<file path="src/rtl/dlx_fetch_pkg.sv">
`default_nettype none
// ============================================================================
// Module      : dlx_fetch_pkg
// Description : Shared types and constants for the DLX instruction-fetch stage.
// Revision    : 1.0 - initial release
// ============================================================================
package dlx_fetch_pkg;

    localparam int c_instr_w  = 32;
    localparam int c_dlx_xlen = 32;

    // IDLE: nothing outstanding, WAIT: live fetch outstanding, DROP: stale fetch outstanding
    typedef enum logic [1:0] {
        IDLE = 2'd0,
        WAIT = 2'd1,
        DROP = 2'd2
    } fetch_state_e;

    // Buffered fetch result at the default address width; the FIFO stores it packed instr-high
    typedef struct packed {
        logic [c_instr_w-1:0]  instr;
        logic [c_dlx_xlen-1:0] npc;
    } fetch_entry_t;

endpackage
`default_nettype wire

</file>
<file path="src/rtl/dlx_fetch_unit_if.sv">
`default_nettype none
// ============================================================================
// Module      : dlx_fetch_unit_if
// Description : Instruction-memory req/gnt/rvalid bus plus IF/ID valid/ready
//               handshake; master = fetch unit, slave = memory/decode side.
// Revision    : 1.0 - initial release
// ============================================================================
interface dlx_fetch_unit_if
    import dlx_fetch_pkg::*;
#(
    parameter int XLEN = 32
) ();

    logic                 imem_req;
    logic [XLEN-1:0]      imem_addr;
    logic                 imem_gnt;
    logic                 imem_rvalid;
    logic [c_instr_w-1:0] imem_rdata;
    logic                 if_valid;
    logic                 id_ready;
    logic [c_instr_w-1:0] irout1;
    logic [XLEN-1:0]      npcout1;

    modport master (
        output imem_req, imem_addr,
        input  imem_gnt, imem_rvalid, imem_rdata,
        output if_valid, irout1, npcout1,
        input  id_ready
    );

    modport slave (
        input  imem_req, imem_addr,
        output imem_gnt, imem_rvalid, imem_rdata,
        input  if_valid, irout1, npcout1,
        output id_ready
    );

endinterface
`default_nettype wire

</file>
<file path="src/rtl/dlx_fetch_fifo.sv">
`default_nettype none
// ============================================================================
// Module      : dlx_fetch_fifo
// Description : Synchronous power-of-two FIFO with push/pop/flush; flush wins
//               over push and pop, head reads as zero while empty.
// Revision    : 1.0 - initial release
// ============================================================================
module dlx_fetch_fifo #(
    parameter int DEPTH = 4,
    parameter int WIDTH = 64,
    localparam int PTR_W = $clog2(DEPTH),
    localparam int CNT_W = PTR_W + 1
) (
    input  wire logic             clock1,
    input  wire logic             reset1,
    input  wire logic             i_push,
    input  wire logic             i_pop,
    input  wire logic             i_flush,
    input  wire logic [WIDTH-1:0] i_wdata,
    output logic      [CNT_W-1:0] o_count,
    output logic      [WIDTH-1:0] o_head,
    output logic                  o_valid
);

    localparam logic [CNT_W-1:0] c_full = CNT_W'(DEPTH);

    logic [WIDTH-1:0] r_mem [DEPTH];
    logic [PTR_W-1:0] r_rd_ptr;
    logic [PTR_W-1:0] r_wr_ptr;
    logic [CNT_W-1:0] r_count;
    logic             w_do_pop;
    logic             w_do_push;

    assign w_do_pop  = i_pop & (r_count != '0);
    // A full FIFO still takes a push when the head leaves in the same cycle
    assign w_do_push = i_push & ((r_count != c_full) | w_do_pop);

    always_ff @(posedge clock1 or posedge reset1) begin
        if (reset1) begin
            r_rd_ptr <= '0;
            r_wr_ptr <= '0;
            r_count  <= '0;
        end else if (i_flush) begin
            r_rd_ptr <= '0;
            r_wr_ptr <= '0;
            r_count  <= '0;
        end else begin
            if (w_do_push) r_wr_ptr <= r_wr_ptr + 1'b1;
            if (w_do_pop)  r_rd_ptr <= r_rd_ptr + 1'b1;
            r_count <= r_count + CNT_W'(w_do_push) - CNT_W'(w_do_pop);
        end
    end

    always_ff @(posedge clock1) begin
        if (w_do_push & ~i_flush) r_mem[r_wr_ptr] <= i_wdata;
    end

    assign o_count = r_count;
    assign o_valid = (r_count != '0);
    assign o_head  = o_valid ? r_mem[r_rd_ptr] : '0;

endmodule
`default_nettype wire

</file>
<file path="src/rtl/dlx_fetch_unit.sv">
`default_nettype none
// ============================================================================
// Module      : dlx_fetch_unit
// Description : Stallable DLX fetch stage: PC, one-outstanding imem fetch,
//               NPC-tagged FIFO to decode, branch redirect with stale drop.
//               Define DLX_FETCH_PERF_EN for fetch_cnt/flush_cnt outputs.
// Revision    : 1.0 - initial release
// ============================================================================
module dlx_fetch_unit
    import dlx_fetch_pkg::*;
#(
    parameter int              XLEN      = 32,
    parameter int              PC_STEP   = 4,
    parameter int              BUF_DEPTH = 4,
    parameter logic [XLEN-1:0] RESET_PC  = '0,
    parameter int              FETCH_DIV = 1
) (
    input  wire logic            clock1,
    input  wire logic            reset1,
    input  wire logic            branch_en,
    input  wire logic [XLEN-1:0] alu_branch_in,
    dlx_fetch_unit_if.master     bus
`ifdef DLX_FETCH_PERF_EN
    ,
    output logic      [31:0]     fetch_cnt,
    output logic      [31:0]     flush_cnt
`endif
);

    localparam int               c_cnt_w   = $clog2(BUF_DEPTH) + 1;
    localparam int               c_entry_w = c_instr_w + XLEN;
    localparam logic [c_cnt_w:0] c_depth   = (c_cnt_w + 1)'(BUF_DEPTH);
    localparam logic [XLEN-1:0]  c_step    = XLEN'(PC_STEP);

    fetch_state_e         r_state;
    fetch_state_e         w_state_nxt;
    logic [XLEN-1:0]      r_pc;
    logic [XLEN-1:0]      r_tag_npc;
    logic [XLEN-1:0]      w_pc_inc;
    logic                 w_strobe;
    logic                 w_space;
    logic                 w_req;
    logic                 w_grant;
    logic                 w_push;
    logic                 w_pop;
    logic [c_cnt_w-1:0]   w_count;
    logic [c_cnt_w:0]     w_inflight;
    logic [c_entry_w-1:0] w_head;
    logic                 w_valid;

    generate
        if (FETCH_DIV > 1) begin : g_div
            localparam int               c_div_w    = $clog2(FETCH_DIV);
            localparam logic [c_div_w-1:0] c_div_last = c_div_w'(FETCH_DIV - 1);
            logic [c_div_w-1:0] r_divcnt;

            always_ff @(posedge clock1 or posedge reset1) begin
                if (reset1)                       r_divcnt <= '0;
                else if (r_divcnt == c_div_last)  r_divcnt <= '0;
                else                              r_divcnt <= r_divcnt + 1'b1;
            end

            assign w_strobe = (r_divcnt == c_div_last);
        end else begin : g_nodiv
            assign w_strobe = 1'b1;
        end
    endgenerate

    // The outstanding fetch reserves a slot so its word always has room on return
    assign w_inflight = {1'b0, w_count} + (c_cnt_w + 1)'(r_state != IDLE);
    assign w_space    = (w_inflight < c_depth);
    assign w_pc_inc   = r_pc + c_step;

    assign w_req   = ~reset1 & w_strobe & w_space & ~branch_en &
                     ((r_state == IDLE) | ((r_state == WAIT) & bus.imem_rvalid));
    assign w_grant = w_req & bus.imem_gnt;
    assign w_push  = ~branch_en & (r_state == WAIT) & bus.imem_rvalid;
    assign w_pop   = w_valid & bus.id_ready;

    always_comb begin
        w_state_nxt = r_state;
        case (r_state)
            IDLE: begin
                if (w_grant) w_state_nxt = WAIT;
            end
            WAIT: begin
                if (branch_en)             w_state_nxt = bus.imem_rvalid ? IDLE : DROP;
                else if (bus.imem_rvalid)  w_state_nxt = w_grant ? WAIT : IDLE;
            end
            DROP: begin
                if (bus.imem_rvalid) w_state_nxt = IDLE;
            end
            default: w_state_nxt = IDLE;
        endcase
    end

    always_ff @(posedge clock1 or posedge reset1) begin
        if (reset1) r_state <= IDLE;
        else        r_state <= w_state_nxt;
    end

    always_ff @(posedge clock1 or posedge reset1) begin
        if (reset1) begin
            r_pc      <= RESET_PC;
            r_tag_npc <= '0;
        end else if (branch_en) begin
            r_pc <= alu_branch_in;
        end else if (w_grant) begin
            r_pc      <= w_pc_inc;
            r_tag_npc <= w_pc_inc;
        end
    end

    dlx_fetch_fifo #(
        .DEPTH (BUF_DEPTH),
        .WIDTH (c_entry_w)
    ) u_fifo (
        .clock1  (clock1),
        .reset1  (reset1),
        .i_push  (w_push),
        .i_pop   (w_pop),
        .i_flush (branch_en),
        .i_wdata ({bus.imem_rdata, r_tag_npc}),
        .o_count (w_count),
        .o_head  (w_head),
        .o_valid (w_valid)
    );

    assign bus.imem_req  = w_req;
    assign bus.imem_addr = r_pc;
    assign bus.if_valid  = w_valid;
    assign bus.irout1    = w_head[c_entry_w-1 -: c_instr_w];
    assign bus.npcout1   = w_head[XLEN-1:0];

`ifdef DLX_FETCH_PERF_EN
    logic [31:0] r_fetch_cnt;
    logic [31:0] r_flush_cnt;

    always_ff @(posedge clock1 or posedge reset1) begin
        if (reset1) begin
            r_fetch_cnt <= '0;
            r_flush_cnt <= '0;
        end else begin
            if (w_push)    r_fetch_cnt <= r_fetch_cnt + 32'd1;
            if (branch_en) r_flush_cnt <= r_flush_cnt + 32'd1;
        end
    end

    assign fetch_cnt = r_fetch_cnt;
    assign flush_cnt = r_flush_cnt;
`endif

endmodule
`default_nettype wire
</file>
<file path="src/flat_wrapper.sv">
// flat-port wrapper written by rule: the top's interface ports become plain ports
module dlx_fetch_unit_flat import dlx_fetch_pkg::*;
#(
    parameter int              XLEN      = 32,
    parameter int              PC_STEP   = 4,
    parameter int              BUF_DEPTH = 4,
    parameter logic [XLEN-1:0] RESET_PC  = '0,
    parameter int              FETCH_DIV = 1
)
  (clock1, reset1, branch_en, alu_branch_in, bus_imem_req, bus_imem_addr, bus_imem_gnt, bus_imem_rvalid, bus_imem_rdata, bus_if_valid, bus_irout1, bus_npcout1, bus_id_ready);
  dlx_fetch_unit_if #(.XLEN(XLEN)) bus_i ();
  input  wire logic clock1;
  input  wire logic reset1;
  input  wire logic branch_en;
  input  wire logic [XLEN-1:0] alu_branch_in;
  output wire logic [$bits(bus_i.imem_req)-1:0] bus_imem_req;
  output wire logic [$bits(bus_i.imem_addr)-1:0] bus_imem_addr;
  input wire logic [$bits(bus_i.imem_gnt)-1:0] bus_imem_gnt;
  input wire logic [$bits(bus_i.imem_rvalid)-1:0] bus_imem_rvalid;
  input wire logic [$bits(bus_i.imem_rdata)-1:0] bus_imem_rdata;
  output wire logic [$bits(bus_i.if_valid)-1:0] bus_if_valid;
  output wire logic [$bits(bus_i.irout1)-1:0] bus_irout1;
  output wire logic [$bits(bus_i.npcout1)-1:0] bus_npcout1;
  input wire logic [$bits(bus_i.id_ready)-1:0] bus_id_ready;
  assign bus_imem_req = bus_i.imem_req;
  assign bus_imem_addr = bus_i.imem_addr;
  assign bus_i.imem_gnt = bus_imem_gnt;
  assign bus_i.imem_rvalid = bus_imem_rvalid;
  assign bus_i.imem_rdata = bus_imem_rdata;
  assign bus_if_valid = bus_i.if_valid;
  assign bus_irout1 = bus_i.irout1;
  assign bus_npcout1 = bus_i.npcout1;
  assign bus_i.id_ready = bus_id_ready;
  dlx_fetch_unit #(.XLEN(XLEN), .PC_STEP(PC_STEP), .BUF_DEPTH(BUF_DEPTH), .RESET_PC(RESET_PC), .FETCH_DIV(FETCH_DIV)) u_core (.clock1(clock1), .reset1(reset1), .branch_en(branch_en), .alu_branch_in(alu_branch_in), .bus(bus_i));
endmodule
</file>
<file path="config.mk">
export PLATFORM = sky130hd
export DESIGN_NAME = dlx_fetch_unit_flat
export DESIGN_NICKNAME = d
export VERILOG_FILES = /design/src/rtl/dlx_fetch_pkg.sv /design/src/rtl/dlx_fetch_unit_if.sv /design/src/rtl/dlx_fetch_fifo.sv /design/src/rtl/dlx_fetch_unit.sv /design/src/flat_wrapper.sv
export SDC_FILE = /design/constraint.sdc
export NUM_CORES = 1
export LEC_CHECK = 0
export ABC_AREA = 0
export CELL_PAD_IN_SITES_DETAIL_PLACEMENT = 1
export CELL_PAD_IN_SITES_GLOBAL_PLACEMENT = 1
export CORE_UTILIZATION = 52
export CTS_BUF_LIST = sky130_fd_sc_hd__clkbuf_4 sky130_fd_sc_hd__clkbuf_8
export CTS_CLUSTER_SIZE = 12
export DETAILED_ROUTE_END_ITERATION = 10
export GPL_TIMING_DRIVEN = 0
export PLACE_DENSITY_LB_ADDON = 0.15
export SLEW_MARGIN = 25
export SYNTH_ARGS = -nofsm -noshare
export SYNTH_HDL_FRONTEND = slang
export SYNTH_SLANG_ARGS = --single-unit
</file>
<file path="constraint.sdc">
create_clock -name clock1 -period 6.1 [get_ports clock1]
set_input_delay 1.22 -clock clock1 [delete_from_list [all_inputs] [get_ports clock1]]
set_output_delay 1.22 -clock clock1 [all_outputs]
set_load 0.01 [all_outputs]
</file>
== After elaboration in Yosys (flattened, before gate mapping) ==
Memories as Yosys holds them, arrays and structs flattened.
Cells that the tools add are included.

* $add $sub $neg: 6
* $lt $le $gt $ge: 1
* Eq/ne operators: 6
* Mux-type cells: 17
* Bitwise logic cells: 15
* Reductions and logical operators: 8

{| class="wikitable"
|+ Operators by type and width
! cell !! number
|-
| $mux W32 || 2
|-
| $mux W64 || 1
|-
| $add A32 B3 Y32 const B || 1
|-
| $mux W2 || 9
|-
| $and A1 B1 Y1 || 11
|-
| $reduce_bool A2 Y1 || 4
|-
| $ne A3 B3 Y1 const B || 2
|-
| $pmux W2 S3 || 1
|-
| $add A2 B1 Y2 const B || 2
|-
| $add A3 B1 Y4 || 1
|-
| $lt A4 B3 Y1 const B || 1
|-
| $add A3 B1 Y3 || 1
|-
| $mux W1 || 3
|-
| $mux W3 || 1
|-
| $reduce_and A3 Y1 || 1
|-
| $reduce_bool A3 Y1 || 1
|-
| $sub A3 B1 Y3 || 1
|-
| $eq A2 B1 Y1 const B || 1
|-
| $eq A2 B2 Y1 const B || 1
|-
| $logic_not A2 Y1 || 1
|-
| $ne A2 B1 Y1 const B || 1
|-
| $ne A2 B2 Y1 const B || 1
|-
| $not A1 Y1 || 2
|-
| $or A1 B1 Y1 || 2
|-
| $reduce_and A2 Y1 || 1
|}

* Flip-flop bits (word level): 73
* Bits in writable memories: 256
* Input bits: 70
* Output and inout port bits: 98
* Memories: 1

{| class="wikitable"
|+ Memory list
! name !! words !! width !! read ports !! clocked after Yosys merged registers in !! wr ports !! RTL line !! RTL
|-
| u_core.u_fifo.r_mem || 4 || 64 || 1 || 0 || 1 || dlx_fetch_fifo.sv:27 || <nowiki>logic [WIDTH-1:0] r_mem [DEPTH];</nowiki>
|}

== Longest topological paths before layout ==
* Depth in word-level cells: 11
* Depth in mapped cells: 9
* Depth with buffers taken out: 9

== Cells and area by module ==
From an unflattened synthesis, not the netlist that was laid out.

* Cell total of the unflattened synthesis: 811
* Area total of the unflattened synthesis: 13534.2 um^2

{| class="wikitable"
|+ Modules (own cells, without submodules)
! module !! instances !! cells each !! area each (um^2)
|-
| dlx_fetch_fifo || 1 || 452 || 10123.5
|-
| dlx_fetch_unit || 1 || 359 || 3410.8
|}

== Least setup slack after synthesis ==
No wires, ideal clock.

* Kind: input to register
* Start: in branch_en
* End: mem u_core.u_fifo.r_mem[0][0] (enable)
* Library setup time: 429 ps
* Arrival time: 3262 ps
* Setup slack: 2409 ps
* Cell stages on the path: 4
* Buffers on the path: 0
* Cell sequence: nor2_1 nand3_1 nor2_1 and2_1

* Word-level cells in the longest chain between the ends: 7

{| class="wikitable"
|+ RTL lines
! element !! RTL line !! RTL
|-
| start: declaration || flat_wrapper.sv:14 || <nowiki>input wire logic branch_en;</nowiki>
|-
| $not A1 Y1 (no line) (*) || -- ||
|-
| $and A1 B1 Y1 (2 in a row) || dlx_fetch_unit.sv:77 || <nowiki>assign w_push = ~branch_en & (r_state == WAIT) & bus.imem_rvalid;</nowiki>
|-
| $and A1 B1 Y1 || dlx_fetch_fifo.sv:36 || <nowiki>assign w_do_push = i_push & ((r_count != c_full) | w_do_pop);</nowiki>
|-
| $and A1 B1 Y1 (*) || dlx_fetch_fifo.sv:55 || <nowiki>if (w_do_push & ~i_flush) r_mem[r_wr_ptr] <= i_wdata;</nowiki>
|-
| $mux W1 (*) || dlx_fetch_fifo.sv:55 ||
|-
| $mux W1 (not written as such) (*) || dlx_fetch_fifo.sv:55 ||
|-
| end: declaration || dlx_fetch_fifo.sv:27 ||
|}

Every way passes the cells marked *; elsewhere a longest branch is shown, timed or not.

== Final worst setup path ==
* Start: reg u_core.u_fifo.r_rd_ptr[1]
* End: out bus_npcout1[10]

* Word-level cells in the longest chain between the ends: 2

{| class="wikitable"
|+ RTL lines
! element !! RTL line !! RTL
|-
| start: declaration || dlx_fetch_fifo.sv:28 || <nowiki>logic [PTR_W-1:0] r_rd_ptr;</nowiki>
|-
| start signal: assignment || dlx_fetch_fifo.sv:49 || <nowiki>if (w_do_pop) r_rd_ptr <= r_rd_ptr + 1'b1;</nowiki>
|-
| $mem_v2 Z4 W64 || -- ||
|-
| $mux W64 || dlx_fetch_fifo.sv:60 || <nowiki>assign o_head = o_valid ? r_mem[r_rd_ptr] : '0;</nowiki>
|-
| end: declaration || flat_wrapper.sv:23 || <nowiki>output wire logic [$bits(bus_i.npcout1)-1:0] bus_npcout1;</nowiki>
|}

Every way passes these cells.

==> results.cfg <==
[final_layout]
fill_cells = 2342
fin_cells = 1445
stdcell_area_mm2 = 0.0169
antenna_cells = 0
multi_input_comb_area_mm2 = 0.00381
fin_util_pct = 66.5
seq_area_mm2 = 0.00951
nets = 1149
syn2layout_area_growth_pct = 24.5
drive_gt1_share_pct = 16.6

[cts]
cts.clk_slew.worst_paths_ns = 0.06
cts_hold_buf = 0
numCtsBuffers = 52
post_cts_buffers = 0
cts_max_path_buffers = 3
cts_resized = 0
ctsHtreeMaxLevel = 2
insertion_delay_ns = 0.57
clock-sinks = 329
cts_tree = yes
cts_root_buffer = clkbuf_8

[routing]
via_per_inst = 5.61
final_antenna_net_count = 0
drc = 0
dr_total_vias = 8103
dr.pass1.iters = 4
dr.first_iter.drc_count = 580
wire_per_inst_um = 22.3
totalWireLength_mm = 32.2

[synthesis]
synth_cell_types = 39
yosys_warnings = 0
ys_ff_latch = 329
avgSynthCellArea_um2 = 16.1
synth_top_area_share_pct = 56.7
synthFlopType = edfxtp_1
yosys.area.top_type = edfxtp_1
seq_area_frac_synth_pct = 70.1
synth.top_cells.by_count = edfxtp_1, nand2_1, and2_1, dfrtp_1, mux4_2
synthCells = 845
async_flop_share_pct = 22.2
yosys-top-cells-area = edfxtp_1, dfrtp_1, mux4_2, and2_1, nand2_1
synth.most_common_cell = edfxtp_1
syn_nets = 923
synth_edf_count = 256
syn_area_mm2 = 0.0136

[placement]
dpl-instance-area_mm2 = 0.0158
portBuffers = 167
post-place-cells = 1347
gp_congestion = 0.873
post-dp-hpwl_mm = 21.9

[sta]
maxSlewViolCount = 0
fin_skew_ns = 0.0229
rsz0062_at_grt = false
hold_viol = 0
tns_ns = 0
worst_slew_pin_slew_ns = 0.917
post-route-min-period_ns = 4.39
fmax_ghz = 0.228
fin_worst_hold_slack_ns = 0.502
timing.final.crit_share_pct = 72.0
max-slew-margin-rel_pct = 38.9
setup_violations = 0

[critical_path]
cp-startpoint = u_core.u_fifo.r_rd_ptr[1]
crit_path_start_kind = flip-flop
criticalPathCategory = flip-flop to output pin
rrSetupSlack_ns = 3.50
rr_startpoint = u_core.u_fifo.o_count[1]
crit_arrival_ns = 3.17
end_kind = output pin
crit_required_ns = 4.88
cp_max_fo = 10
crit_chain = clkbuf_1 > buf_1 > mux4_2 > and2_1 > clkdlybuf4s50_1
critical-path-max-stage-delay_ns = 0.61
cpMaxStageDelayCell = buf_1

[pwr]
power.leakage_nw = 5.87
peakVddDrop_mv = 0.212
p_per_area_mw_per_mm2 = 386

[floorplan]
core_mm2 = 0.0254
die_area_mm2 = 0.0267
fp.dieW_um = 164
row_count = 58
start_util_pct = 53.4
die_y_um = 164
ios = 168

[flow_run]
cap_violations = 0

[global_routing]
grt_overflow = 0
grt_max_degree = 53
gr-usage-all-layers_pct = 25.0
grt_pass1_wl_mm = 50.1
antenna_found_initial = 0
grt_pass1_vias = 8760

[min_path]
holdCritPathClass = flip-flop to flip-flop
worstHoldStart = u_core.bus.imem_addr[0]

[status]
status = finished, final reports clean
-- critical path, delay by kind of cell, from the launching register on --
family        cells  cell delay [ns]
mux               1             0.42
flops             1             0.35
buf+inv           3             1.66
simple gates      1             0.19
-- sequential cells by signal (all words and copies together), names as in the netlist --
name,cells
u_core.u_fifo.o_count,3
u_core.u_fifo.r_wr_ptr,2
u_core.bus.imem_addr,32
u_core.u_fifo.r_mem,256
u_core.r_state,2
u_core.u_fifo.r_rd_ptr,2
u_core.r_tag_npc,32
-- where the power goes --
group          leakage, nW  internal, mW  switching [mW]
registers             3.23          2.65           0.183
logic                 2.05         0.931           0.803
clock network        0.586          1.11           0.831
total                 5.87          4.70            1.82
-- area by class of cell --
cell class,count,area share [%]
buffer,52,1.28
clock buffer,84,5.88
tap,330,2.44
multi-input combinational,454,22.6
sequential,329,56.3
clock inverter,14,0.681
timing repair buffer,172,10.6
inverter,10,0.237
-- final timing paths --
kind,endpoint,depth (start not counted)
worst max-delay path,bus_npcout1[10],5
worst min-delay path,u_core.r_tag_npc[0],2
worst max register to register,u_core.r_tag_npc[10],8
worst min register to register,u_core.r_tag_npc[0],2
max in group asynchronous,u_core.bus.imem_addr[29],3
min in group asynchronous,u_core.bus.imem_addr[2],2
-- per-stage QoR --
| stage | total power [mW] | setup WS, ns |
|---|---|---|
| after CTS | 6.59 | 1.71 |
| final | 6.52 | 1.71 |
| after detailed placement | 4.63 | 2.11 |
| after floorplan | 3.75 | 2.41 |
| after global placement | 4.55 | 0.417 |
| after global routing | 6.81 | 1.54 |
-- logic make-up (layout without fill, tap and decap cells) --
kind of cell	Yosys count	count (layout)	synth area share (%)
xor+xnor	52	52	3.36
simple gates	250	250	9.88
flops	329	329	70.1
fa+ha+maj	8	8	0.793
mux	67	67	10.9
compound gates	77	77	3.11
buf+inv	62	332	1.87
-- cells in the final DEF (no fill, tap or decap), types with 3 or more instances in the layout --
master and count:
xnor2_1 16, nor2b_1 5, mux4_2 64, buf_16 3, nand2_1 85, dfrtp_1 73, xor2_1 36, inv_1 9
o21ai_0 59, clkbuf_8 58, clkbuf_1 34, buf_1 5, nand3_1 23, o31a_1 5, buf_2 11, a21oi_1 6
nor3_1 4, or4_1 3, nor2_1 13, edfxtp_1 256, ha_1 7, and2_1 69, and3_1 11, clkbuf_4 26
mux2_2 3, nand4_1 17, clkinv_1 8, clkdlybuf4s50_1 167, and2_4 4, and4_1 6
-- per-layer routing --
layer  vias to the layer above  wire length, um  part of all wire, %  track usage [%]
li1                       3639                -                    -                -
met1                      4136            13700                   43             33.1
met2                       280            16100                   50             42.8
met3                        48             1790                  5.6             4.37
met4                         0              605                  1.9             6.73
met5                         -                0                    0                0
No activity file was read; power rests on OpenSTA's default activity.
==> RTL change, RTL diff (same settings) <==
Encoding of `fetch_state_e`: now one-hot (3 bits for 3 states).
--- a/src/rtl/dlx_fetch_pkg.sv
+++ b/src/rtl/dlx_fetch_pkg.sv
@@ -10,10 +10,10 @@
     localparam int c_dlx_xlen = 32;
 
     // IDLE: nothing outstanding, WAIT: live fetch outstanding, DROP: stale fetch outstanding
-    typedef enum logic [1:0] {
-        IDLE = 2'd0,
-        WAIT = 2'd1,
-        DROP = 2'd2
+    typedef enum logic [2:0] {
+        IDLE = 3'b001,
+        WAIT = 3'b010,
+        DROP = 3'b100
     } fetch_state_e;
 
     // Buffered fetch result at the default address width; the FIFO stores it packed instr-high
Behaviour: same outputs for any inputs over 4 cycles, from zero or initial values and one cycle with reset1 high; so few cycles prove little.
==> RTL change against the original RTL <==
  * Worst hold slack gained 0.025 ns
  * Setup slack lost 0.84 ns
  * Design area grew 0.18%
  * Die area grew 0.15%
  * Synthesized area grew 0.16%
  * Total power grew 2.0%
  * Wire length grew 3.8%
  * Sequential cell count grew 1
  * Largest cell class unchanged
  * Critical endpoint is now bus_imem_req
==> RTL change: results (changes against the original RTL) <==
metric;value;unit;change
outcome;completed;;
R2R cell count;10;;+2
max reg flops;256;;unchanged
CTS buffer count;54;;+3.8%
Hold Crit Depth;0;;-2
Via-to-Cell Ratio;5.68;;+1.3%
initial antenna violation count;0;;unchanged
CP Launch Point;branch_en;;
dpl cells;1333;;-1.0%
largest cells by area after synthesis;edfxtp_1 (57%), dfrtp_1 (13%), mux4_2 (11%);;
Synth cell types;52;;+33%
hold path endpoint;u_core.u_fifo.r_mem[1][20]$_DFFE_PP_;;
Max Slew Vio Count;0;;unchanged
Worst-Margin Slew;0.931;ns;+0.0146 ns
max frequency;191;MHz;-16%
CP arrival;4.01;ns;+0.84 ns
placed instance area;0.0158;mm^2;+0.13%
CP max FO;10;;unchanged
Reg2Reg Launch Point;u_core.r_state[2]$_DFFE_PP0P_;;
top post-synthesis cells by count;edfxtp_1 (256), and2_1 (73), dfrtp_1 (73);;
Slowest cell on crit path;clkbuf_1;;
Seq/Total Area, Yosys;70.2;%;+0.084 points
wire per inst;23.3;um;+4.7%
largest net degree at the start of global routing;51;;-3.8%
first-pass GRT wire length;51500;um;+2.8%
Post-synth EDFFs;256;;unchanged
R2R Path End;u_core.u_fifo.o_count[2]$_DFF_PP0_;;
Post-synth top flop;edfxtp_1;;
worst hold start;u_core.r_tag_npc[20]$_DFFE_PP0P_;;
Critical Path Sink;bus_imem_req;;
Post-Synthesis Cells;831;;-1.7%
post-cts sizing count;0;;unchanged
complex-gate fraction of the synthesized area;3.75;%;+0.64 points
Pre-antenna DRT Iters;4;;unchanged
pre-CTS setup slack;0.893;ns;-1.22 ns
layout cells sized above 1;16.6;%;about the same
Synth Area in XOR/XNOR;2.71;%;-0.65 points
total track usage;25.9;%;+0.90 points
vias in the first global route;8943;;+2.1%
Clock Latency Late Sink;0.57;ns;about the same
Yosys Warn Count;0;;unchanged
Worst R2R Setup Slack;3.08;ns;-0.42 ns
Synth Area in Adders;0.884;%;+0.091 points
worst hold margin;0.527;ns;+0.0252 ns
post-layout net count;1138;;-0.96%
Async SR Flop Fraction;22.4;%;+0.24 points
Routed WL;33400;um;+3.8%
Synth Net Count;910;;-1.4%
PortBufs;167;;unchanged
leakage;5.81;nW;-1.1%
starting DRC count in detailed routing;447;;-23%
crit-path max cell delay;0.74;ns;+0.13 ns
skew final;0.0192;ns;-0.00373 ns
VDD IR-drop max;0.000206;V;-2.8%
final RePlAce weighted congestion;0.808;;-7.5%
detailed-placement wirelength estimate;22300;um;+1.7%
multiplexer area fraction after synthesis;10.8;%;-0.026 points
H-tree depth;2;;unchanged
n_diodes;0;;unchanged
RTL change: cell count changes in the layout (fill, tap and decap cells not counted), moves of 7 or more:
cell,before,now
and3_1,11,4
nand2_1,85,71
nand3_1,23,14
o21ai_0,59,48
or3_1,2,9
xor2_1,36,23
RTL change: per-layer routing:
| layer | global-route usage, % | part of all wire, % |
|---|---|---|
| met5 | 0 | 0 |
| met4 | 6.90 | 1.8 |
| met3 | 4.29 | 5.0 |
| met2 | 44.9 | 51 |
| met1 | 34.0 | 42 |
RTL change: layout make-up:
type	count	area, um^2
Clock inverter	18	129
Inverter	13	51.3
Buffer	46	188
Clock buffer	81	990
Multi-Input combinational cell	442	3830
Fill cell	2332	8470
Tap cell	330	413
Timing Repair Buffer	172	1790
Sequential cell	330	9540
RTL change: report_power, final:
part	leakage (nW)	internal, W	switching, W
clock network	0.600	0.00112	0.000842
logic	1.97	0.000951	0.000837
registers	3.23	0.00268	0.000218
